$ cat config.mk
export PLATFORM = sky130hd
export DESIGN_NAME = dds_sweep_ctrl_flat
export DESIGN_NICKNAME = d
export VERILOG_FILES = /design/src/rtl/dds_pkg.sv /design/src/rtl/dds_sweep_if.sv /design/src/rtl/sweep_dwell_cnt.sv /design/src/rtl/dds_sweep_ctrl.sv /design/src/flat_wrapper.sv
export SDC_FILE = /design/constraint.sdc
export NUM_CORES = 1
export LEC_CHECK = 0
export ABC_AREA = 1
export CORE_MARGIN = 3
export CORE_UTILIZATION = 50
export CTS_CLUSTER_SIZE = 24
export DETAILED_ROUTE_END_ITERATION = 12
export PLACE_DENSITY = 0.71
export SLEW_MARGIN = 20
export SYNTH_ARGS = -nofsm -noshare
export SYNTH_HDL_FRONTEND = slang
export SYNTH_SLANG_ARGS = --single-unit
$ cat constraint.sdc
create_clock -name Clk -period 15.3 [get_ports Clk]
set_clock_uncertainty 0.05 [all_clocks]
set_input_delay 3.06 -clock Clk [delete_from_list [all_inputs] [get_ports Clk]]
set_output_delay 3.06 -clock Clk [all_outputs]
set_load 0.01 [all_outputs]
$ cat src/rtl/dds_pkg.sv
// Shared definitions for the DDS frequency-sweep logic.
//   - default frequency-word and dwell-counter widths
//   - sweep FSM state encoding
//   - next_word(): one up/down frequency step, clamped to the stop word
package dds_pkg;

    localparam int FW_W_DEF = 32;
    localparam int DW_W_DEF = 16;

    typedef enum logic [1:0] {
        IDLE  = 2'd0,
        DWELL = 2'd1,
        DONE  = 2'd2
    } sweep_state_e;

    // The up step is evaluated one bit wider so that a carry out of the word
    // clamps to the stop value instead of wrapping to a low frequency.
    // A zero step jumps straight to the stop value so a sweep always ends.
    function automatic logic [FW_W_DEF-1:0] next_word(
        input logic [FW_W_DEF-1:0] cur,
        input logic [FW_W_DEF-1:0] step,
        input logic [FW_W_DEF-1:0] stop,
        input logic                up
    );
        logic [FW_W_DEF:0]   sum;
        logic [FW_W_DEF-1:0] nxt;
        sum = {1'b0, cur} + {1'b0, step};
        if (step == '0)
            nxt = stop;
        else if (up)
            nxt = (sum[FW_W_DEF] || (sum[FW_W_DEF-1:0] > stop)) ? stop : sum[FW_W_DEF-1:0];
        else
            nxt = ((cur < step) || ((cur - step) < stop)) ? stop : (cur - step);
        return nxt;
    endfunction

endpackage

$ cat src/rtl/dds_sweep_if.sv
// Control/status bundle between a sweep requester and dds_sweep_ctrl.
//   master : drives Start/Abort/Continuous and the sweep parameters,
//            observes Fword/Busy/Done
//   slave  : the sweep controller
interface dds_sweep_if #(
    parameter int FW_W = dds_pkg::FW_W_DEF,
    parameter int DW_W = dds_pkg::DW_W_DEF
);
    logic            Start;
    logic            Abort;
    logic            Continuous;
    logic [FW_W-1:0] Start_Fword;
    logic [FW_W-1:0] Stop_Fword;
    logic [FW_W-1:0] Step_Fword;
    logic [DW_W-1:0] Dwell;
    logic [FW_W-1:0] Fword;
    logic            Busy;
    logic            Done;

    modport master (
        output Start, Abort, Continuous, Start_Fword, Stop_Fword, Step_Fword, Dwell,
        input  Fword, Busy, Done
    );

    modport slave (
        input  Start, Abort, Continuous, Start_Fword, Stop_Fword, Step_Fword, Dwell,
        output Fword, Busy, Done
    );
endinterface

$ cat src/rtl/sweep_dwell_cnt.sv
// Loadable down-counter timing how long each frequency word is held.
//   clk, rst  : clock, async active-high reset
//   load      : load load_val (has priority over en)
//   load_val  : value loaded; the word is held load_val+1 cycles
//   en        : decrement while non-zero
//   expired   : count is zero (terminal count)
module sweep_dwell_cnt #(
    parameter int W = 16
) (
    input  logic         clk,
    input  logic         rst,
    input  logic         load,
    input  logic [W-1:0] load_val,
    input  logic         en,
    output logic         expired
);
    logic [W-1:0] count_q, count_d;

    always_comb begin
        count_d = count_q;
        if (load)
            count_d = load_val;
        else if (en && (count_q != '0))
            count_d = count_q - 1'b1;
    end

    always_ff @(posedge clk or posedge rst) begin
        if (rst) count_q <= '0;
        else     count_q <= count_d;
    end

    assign expired = (count_q == '0);
endmodule

$ cat src/rtl/dds_sweep_ctrl.sv
// Frequency-sweep controller feeding the DDS phase accumulator.
// Steps Fword from a start to a stop word, holding each value for a dwell
// period, in single-shot or continuous mode, with abort.
//   Clk, Reset : system clock, async active-high reset
//   sw         : slave side of dds_sweep_if (controls in, Fword/Busy/Done out)
//
//   state | meaning
//   IDLE  | waiting for Start; Fword holds its last value
//   DWELL | holding Fword; on counter expiry the next word is applied
//   DONE  | one-cycle Done pulse after a single sweep
module dds_sweep_ctrl
    import dds_pkg::*;
#(
    parameter int FW_W = FW_W_DEF,
    parameter int DW_W = DW_W_DEF
) (
    input  logic     Clk,
    input  logic     Reset,
    dds_sweep_if.slave sw
);
    sweep_state_e    state_q, state_d;
    logic [FW_W-1:0] fword_q, fword_d;
    logic [FW_W-1:0] start_l_q, start_l_d;
    logic [FW_W-1:0] stop_l_q, stop_l_d;
    logic [FW_W-1:0] step_l_q, step_l_d;
    logic [DW_W-1:0] reload_q, reload_d;
    logic            cont_l_q, cont_l_d;
    logic            dir_up_q, dir_up_d;
    logic            busy_q, busy_d;
    logic            done_q, done_d;

    logic            cnt_load;
    logic [DW_W-1:0] cnt_load_val;
    logic            cnt_en;
    logic            cnt_expired;

    sweep_dwell_cnt #(.W(DW_W)) u_dwell_cnt (
        .clk      (Clk),
        .rst      (Reset),
        .load     (cnt_load),
        .load_val (cnt_load_val),
        .en       (cnt_en),
        .expired  (cnt_expired)
    );

    always_comb begin
        state_d      = state_q;
        fword_d      = fword_q;
        start_l_d    = start_l_q;
        stop_l_d     = stop_l_q;
        step_l_d     = step_l_q;
        reload_d     = reload_q;
        cont_l_d     = cont_l_q;
        dir_up_d     = dir_up_q;
        busy_d       = busy_q;
        done_d       = 1'b0;
        cnt_load     = 1'b0;
        cnt_load_val = reload_q;
        cnt_en       = 1'b0;

        case (state_q)
            // DONE accepts Start too, so a new sweep can begin the cycle
            // after the Done pulse is sampled.
            IDLE, DONE: begin
                state_d = IDLE;
                busy_d  = 1'b0;
                if (sw.Start && !sw.Abort) begin
                    start_l_d    = sw.Start_Fword;
                    stop_l_d     = sw.Stop_Fword;
                    step_l_d     = sw.Step_Fword;
                    cont_l_d     = sw.Continuous;
                    dir_up_d     = (sw.Start_Fword <= sw.Stop_Fword);
                    reload_d     = (sw.Dwell == '0) ? '0 : (sw.Dwell - 1'b1);
                    fword_d      = sw.Start_Fword;
                    busy_d       = 1'b1;
                    cnt_load     = 1'b1;
                    cnt_load_val = reload_d;
                    state_d      = DWELL;
                end
            end
            DWELL: begin
                if (sw.Abort) begin
                    state_d = IDLE;
                    busy_d  = 1'b0;
                end else if (cnt_expired) begin
                    if (fword_q == stop_l_q) begin
                        if (cont_l_q) begin
                            fword_d  = start_l_q;
                            cnt_load = 1'b1;
                        end else begin
                            state_d = DONE;
                            busy_d  = 1'b0;
                            done_d  = 1'b1;
                        end
                    end else begin
                        fword_d  = next_word(fword_q, step_l_q, stop_l_q, dir_up_q);
                        cnt_load = 1'b1;
                    end
                end else begin
                    cnt_en = 1'b1;
                end
            end
            default: begin
                state_d = IDLE;
                busy_d  = 1'b0;
            end
        endcase
    end

    always_ff @(posedge Clk or posedge Reset) begin
        if (Reset) begin
            state_q   <= IDLE;
            fword_q   <= '0;
            start_l_q <= '0;
            stop_l_q  <= '0;
            step_l_q  <= '0;
            reload_q  <= '0;
            cont_l_q  <= 1'b0;
            dir_up_q  <= 1'b0;
            busy_q    <= 1'b0;
            done_q    <= 1'b0;
        end else begin
            state_q   <= state_d;
            fword_q   <= fword_d;
            start_l_q <= start_l_d;
            stop_l_q  <= stop_l_d;
            step_l_q  <= step_l_d;
            reload_q  <= reload_d;
            cont_l_q  <= cont_l_d;
            dir_up_q  <= dir_up_d;
            busy_q    <= busy_d;
            done_q    <= done_d;
        end
    end

    assign sw.Fword = fword_q;
    assign sw.Busy  = busy_q;
    assign sw.Done  = done_q;
endmodule

$ cat src/flat_wrapper.sv
// flat-port wrapper written by rule: the top's interface ports become plain ports
module dds_sweep_ctrl_flat import dds_pkg::*;
#(
    parameter int FW_W = FW_W_DEF,
    parameter int DW_W = DW_W_DEF
)
  (Clk, Reset, sw_Start, sw_Abort, sw_Continuous, sw_Start_Fword, sw_Stop_Fword, sw_Step_Fword, sw_Dwell, sw_Fword, sw_Busy, sw_Done);
  dds_sweep_if #(.FW_W(FW_W), .DW_W(DW_W)) sw_i ();
  input  logic Clk;
  input  logic Reset;
  input wire logic [$bits(sw_i.Start)-1:0] sw_Start;
  input wire logic [$bits(sw_i.Abort)-1:0] sw_Abort;
  input wire logic [$bits(sw_i.Continuous)-1:0] sw_Continuous;
  input wire logic [$bits(sw_i.Start_Fword)-1:0] sw_Start_Fword;
  input wire logic [$bits(sw_i.Stop_Fword)-1:0] sw_Stop_Fword;
  input wire logic [$bits(sw_i.Step_Fword)-1:0] sw_Step_Fword;
  input wire logic [$bits(sw_i.Dwell)-1:0] sw_Dwell;
  output wire logic [$bits(sw_i.Fword)-1:0] sw_Fword;
  output wire logic [$bits(sw_i.Busy)-1:0] sw_Busy;
  output wire logic [$bits(sw_i.Done)-1:0] sw_Done;
  assign sw_i.Start = sw_Start;
  assign sw_i.Abort = sw_Abort;
  assign sw_i.Continuous = sw_Continuous;
  assign sw_i.Start_Fword = sw_Start_Fword;
  assign sw_i.Stop_Fword = sw_Stop_Fword;
  assign sw_i.Step_Fword = sw_Step_Fword;
  assign sw_i.Dwell = sw_Dwell;
  assign sw_Fword = sw_i.Fword;
  assign sw_Busy = sw_i.Busy;
  assign sw_Done = sw_i.Done;
  dds_sweep_ctrl #(.FW_W(FW_W), .DW_W(DW_W)) u_core (.Clk(Clk), .Reset(Reset), .sw(sw_i));
endmodule
==> impl_metrics.csv <==
group,metric,value,unit
worst_hold_path,path_type_of_the_worst_min_delay_path,"reg2reg",
synth,synth.lib_cells_used.distinct,51,
detailed_routing,num_vias,16600,
synth,synth_edf_count,0,
cts,tritoncts,"done",
synth,ys_seq_elements,165,
grt,grt_usage,32.3,%
worst_setup_path,cpMaxStageDelayCell,"inv_2",
timing,tightest_slew,1.12,ns
finish,num-fill-cells,3130,
grt,grt_overflow_total,0,
finish,final_layout_size_suffix_gt1_share,3.70,%
timing,fmax,0.175,GHz
floorplanning,initial_core_util,51.0,%
worst_setup_path,cpMostUsedCell,"nand2_1",
detailed_routing,drt_iter0_drc,1571,
run,max_cap_viol_count,0,
timing,finalCriticalPeriod,5.73,ns
cts,cts.repair.resized,0,
synth,number_of_standard_cells_after_synthesis,2567,
synth,synth_top_area_cell,"dfrtp_1",
worst_setup_path,setup.worst_path.end_class,"flop",
synth,synth.cells.most_frequent,"782 x nand2_1, 406 x inv_1, 268 x nor2_1",
place,preCtsSetupSlack,9.08,ns
finish,nNetsFinal,2945,
detailed_routing,drc,0,
grt,via_count_of_the_first_global_routing_pass,15700,
floorplanning,die_width,186,microns
floorplanning,die_area,34600,sq um
synth,synthesis.nets,2848,
worst_setup_path,critPathMaxStageDelay,0.88,ns
worst_setup_path,crit_required,15.58,ns
run_status,outcome,"finished clean",
synth,yosys_most_used_dff,"dfrtp_1",
floorplanning,ioPinCount,151,
power_and_ir_drop,p_leak,9.89,nW
timing,setup_violating_endpoint_count_in_the_final_report,0,
detailed_routing,wl_per_cell,18.2,microns
grt,global_route_wire_length_before_repair,85800,microns
cts,hold_buffers,0,
finish,antenna_cells,0,
detailed_routing,drt-pass1-iter-count,5,
worst_setup_path,critPathArrivalTime,6.01,ns
cts,htree_num_levels,4,
cts,clock-sinks,165,
finish,synthToLayoutAreaGrowth,14.2,%
floorplanning,row_count,65,
detailed_routing,wl,55900,microns
place,io_buffers,150,
timing,timing.final.max_slew_violations,0,
power_and_ir_drop,power.density,203,nW/um^2
floorplanning,core,31700,sq um
cts,cts_made_buffers,17,
place,gp_congestion,1.01,
synth,synth.top_cell.area_share,25.5,%
cts,path_clk_slew,0.07,ns
timing,finalCritPeriodShare,37.4,%
finish,final_core_utilization,58.3,%
worst_setup_path,crit_path_cells,"clkdlybuf4s50_1 > inv_1 > nand3_4 > nand2_2 > inv_2 > o21ai_0 > nand2_1 > nand2_1",
synth,synth_area,16200,sq um
cts,postCtsSetupBuffers,0,
timing,rsz_0062_raised_after_global_routing,"no",
worst_setup_path,timing.critical_path.from_type,"primary input",
cts,clkLatencyLatePin,0.45,ns
timing,final.setup.worst_slack,9.57,ns
synth,synth.most_common_cell,"nand2_1",
cts,ctsRootBufferMaster,"clkbuf_16",
synth,seq_area_frac_synth,25.5,%
synth,asyncSetResetFlopFracSynth,100,%
timing,slew_headroom,25.1,%
power_and_ir_drop,ir_drop,0.0000984,V
grt,grt_antenna_before_repair,0,
worst_setup_path,critical_path_class,"in2reg",
timing,setup_tns,0,ns
timing,report.final.hold_viol_count,0,
place,dp_hpwl,45700,microns
synth,synth.top_cells.by_area,"dfrtp_1 26%, nand2_1 18%, ha_1 13%",
detailed_routing,ant_nets,0,
grt,grt_start_max_net_pins,94,
cts,cts.path.max_buffers,2,
detailed_routing,route.detailed.vias_per_inst,5.40,
floorplanning,floorplan.die.height,186,microns
worst_setup_path,worst-path-max-fanout,55,
synth,yosysWarningCount,0,
synth,avg_synthesized_cell_area,6.31,sq um
cell type report:
| class | count | area, sq um | share of cell area [%] |
|---|---|---|---|
| inverter | 418 | 1580 | 8.53 |
| clock buffer | 19 | 453 | 2.45 |
| clock inverter | 13 | 149 | 0.805 |
| multi-input combinational | 1903 | 10100 | 54.7 |
| timing repair buffer | 159 | 1570 | 8.49 |
| tap | 402 | 503 | 2.72 |
| sequential | 165 | 4130 | 22.3 |
worst paths after layout:
kind                                                 startpoint                                        end  slack, ns  cells past startpoint
max in group asynchronous                                 Reset            u_core.step_l_q[24]$_DFFE_PP0P_      10.38                      4
min in group asynchronous                                 Reset             u_core.stop_l_q[5]$_DFFE_PP0P_       2.95                      2
worst min-delay path            u_core.start_l_q[9]$_DFFE_PP0P_            u_core.start_l_q[9]$_DFFE_PP0P_       0.43                      2
worst max-delay path                                   sw_Abort  u_core.u_dwell_cnt.count_q[9]$_DFFE_PP0P_       9.57                      8
worst min register to register  u_core.start_l_q[9]$_DFFE_PP0P_            u_core.start_l_q[9]$_DFFE_PP0P_       0.43                      2
worst max register to register  u_core.sw.Fword[21]$_DFFE_PP0P_             u_core.sw.Fword[5]$_DFFE_PP0P_      10.21                     28
sequential cells by signal (all words and copies together) (netlist names):
name,count
u_core.dir_up_q,1
u_core.step_l_q,32
u_core.sw.Busy,1
u_core.state_q,1
u_core.sw.Done,1
u_core.u_dwell_cnt.count_q,16
u_core.sw.Fword,32
u_core.cont_l_q,1
u_core.reload_q,16
u_core.stop_l_q,32
u_core.start_l_q,32
layout by cell type, fill, tap and decap left out, types with 17 or more instances in the layout:
cell               n
ha_1             162
nand2_1          782
xor2_1            65
clkdlybuf4s50_1  150
o21ai_0          188
a21oi_1          131
nor3_1            26
nand4_1           25
a21oi_2           19
nor4_1            17
clkbuf_16         17
nor2_1           267
dfrtp_1          165
nand3_1          116
inv_1            404
kinds of logic after synthesis:
group | count (synthesis) | synth area share, %
flops | 165 | 25.5
xor+xnor | 76 | 4.11
compound gates | 401 | 13.7
simple gates | 1262 | 31.7
buf+inv | 499 | 12.2
fa+ha+maj | 164 | 12.8
where the power goes:
group | switching [mW] | internal, mW
clock network | 0.208 | 0.242
registers | 0.183 | 0.545
logic | 1.71 | 0.866
total | 2.10 | 1.65
metrics by stage:
stage                     hold slack [ns]  instances  power [mW]  cell area, sq um
after detailed placement            0.412       3047        3.24             17900
after global routing                0.455       3079        4.11             18500
after CTS                           0.432       3079        3.71             18500
after global placement              0.411       3047        3.21             17900
after floorplan                     0.395       2567        2.48             16200
final                               0.429       3079        3.76             18500
worst max-delay path, delay by kind of cell:
| family | cells | cell delay (ns) |
|---|---|---|
| buf+inv | 3 | 1.40 |
| simple gates | 4 | 1.31 |
| compound gates | 1 | 0.21 |
routing by layer:
| layer | part of all wire, % | global-route usage (%) | vias up | wire [microns] |
|---|---|---|---|---|
| met2 | 45 | 52.4 | 604 | 25100 |
| met4 | 3.0 | 9.92 | 0 | 1670 |
| met5 | 0 | 0 | - | 0 |
| met3 | 6.2 | 4.44 | 81 | 3480 |
| li1 | - | - | 8274 | - |
| met1 | 46 | 44.9 | 7668 | 25600 |
No activity file was read; power rests on OpenSTA's default activity.
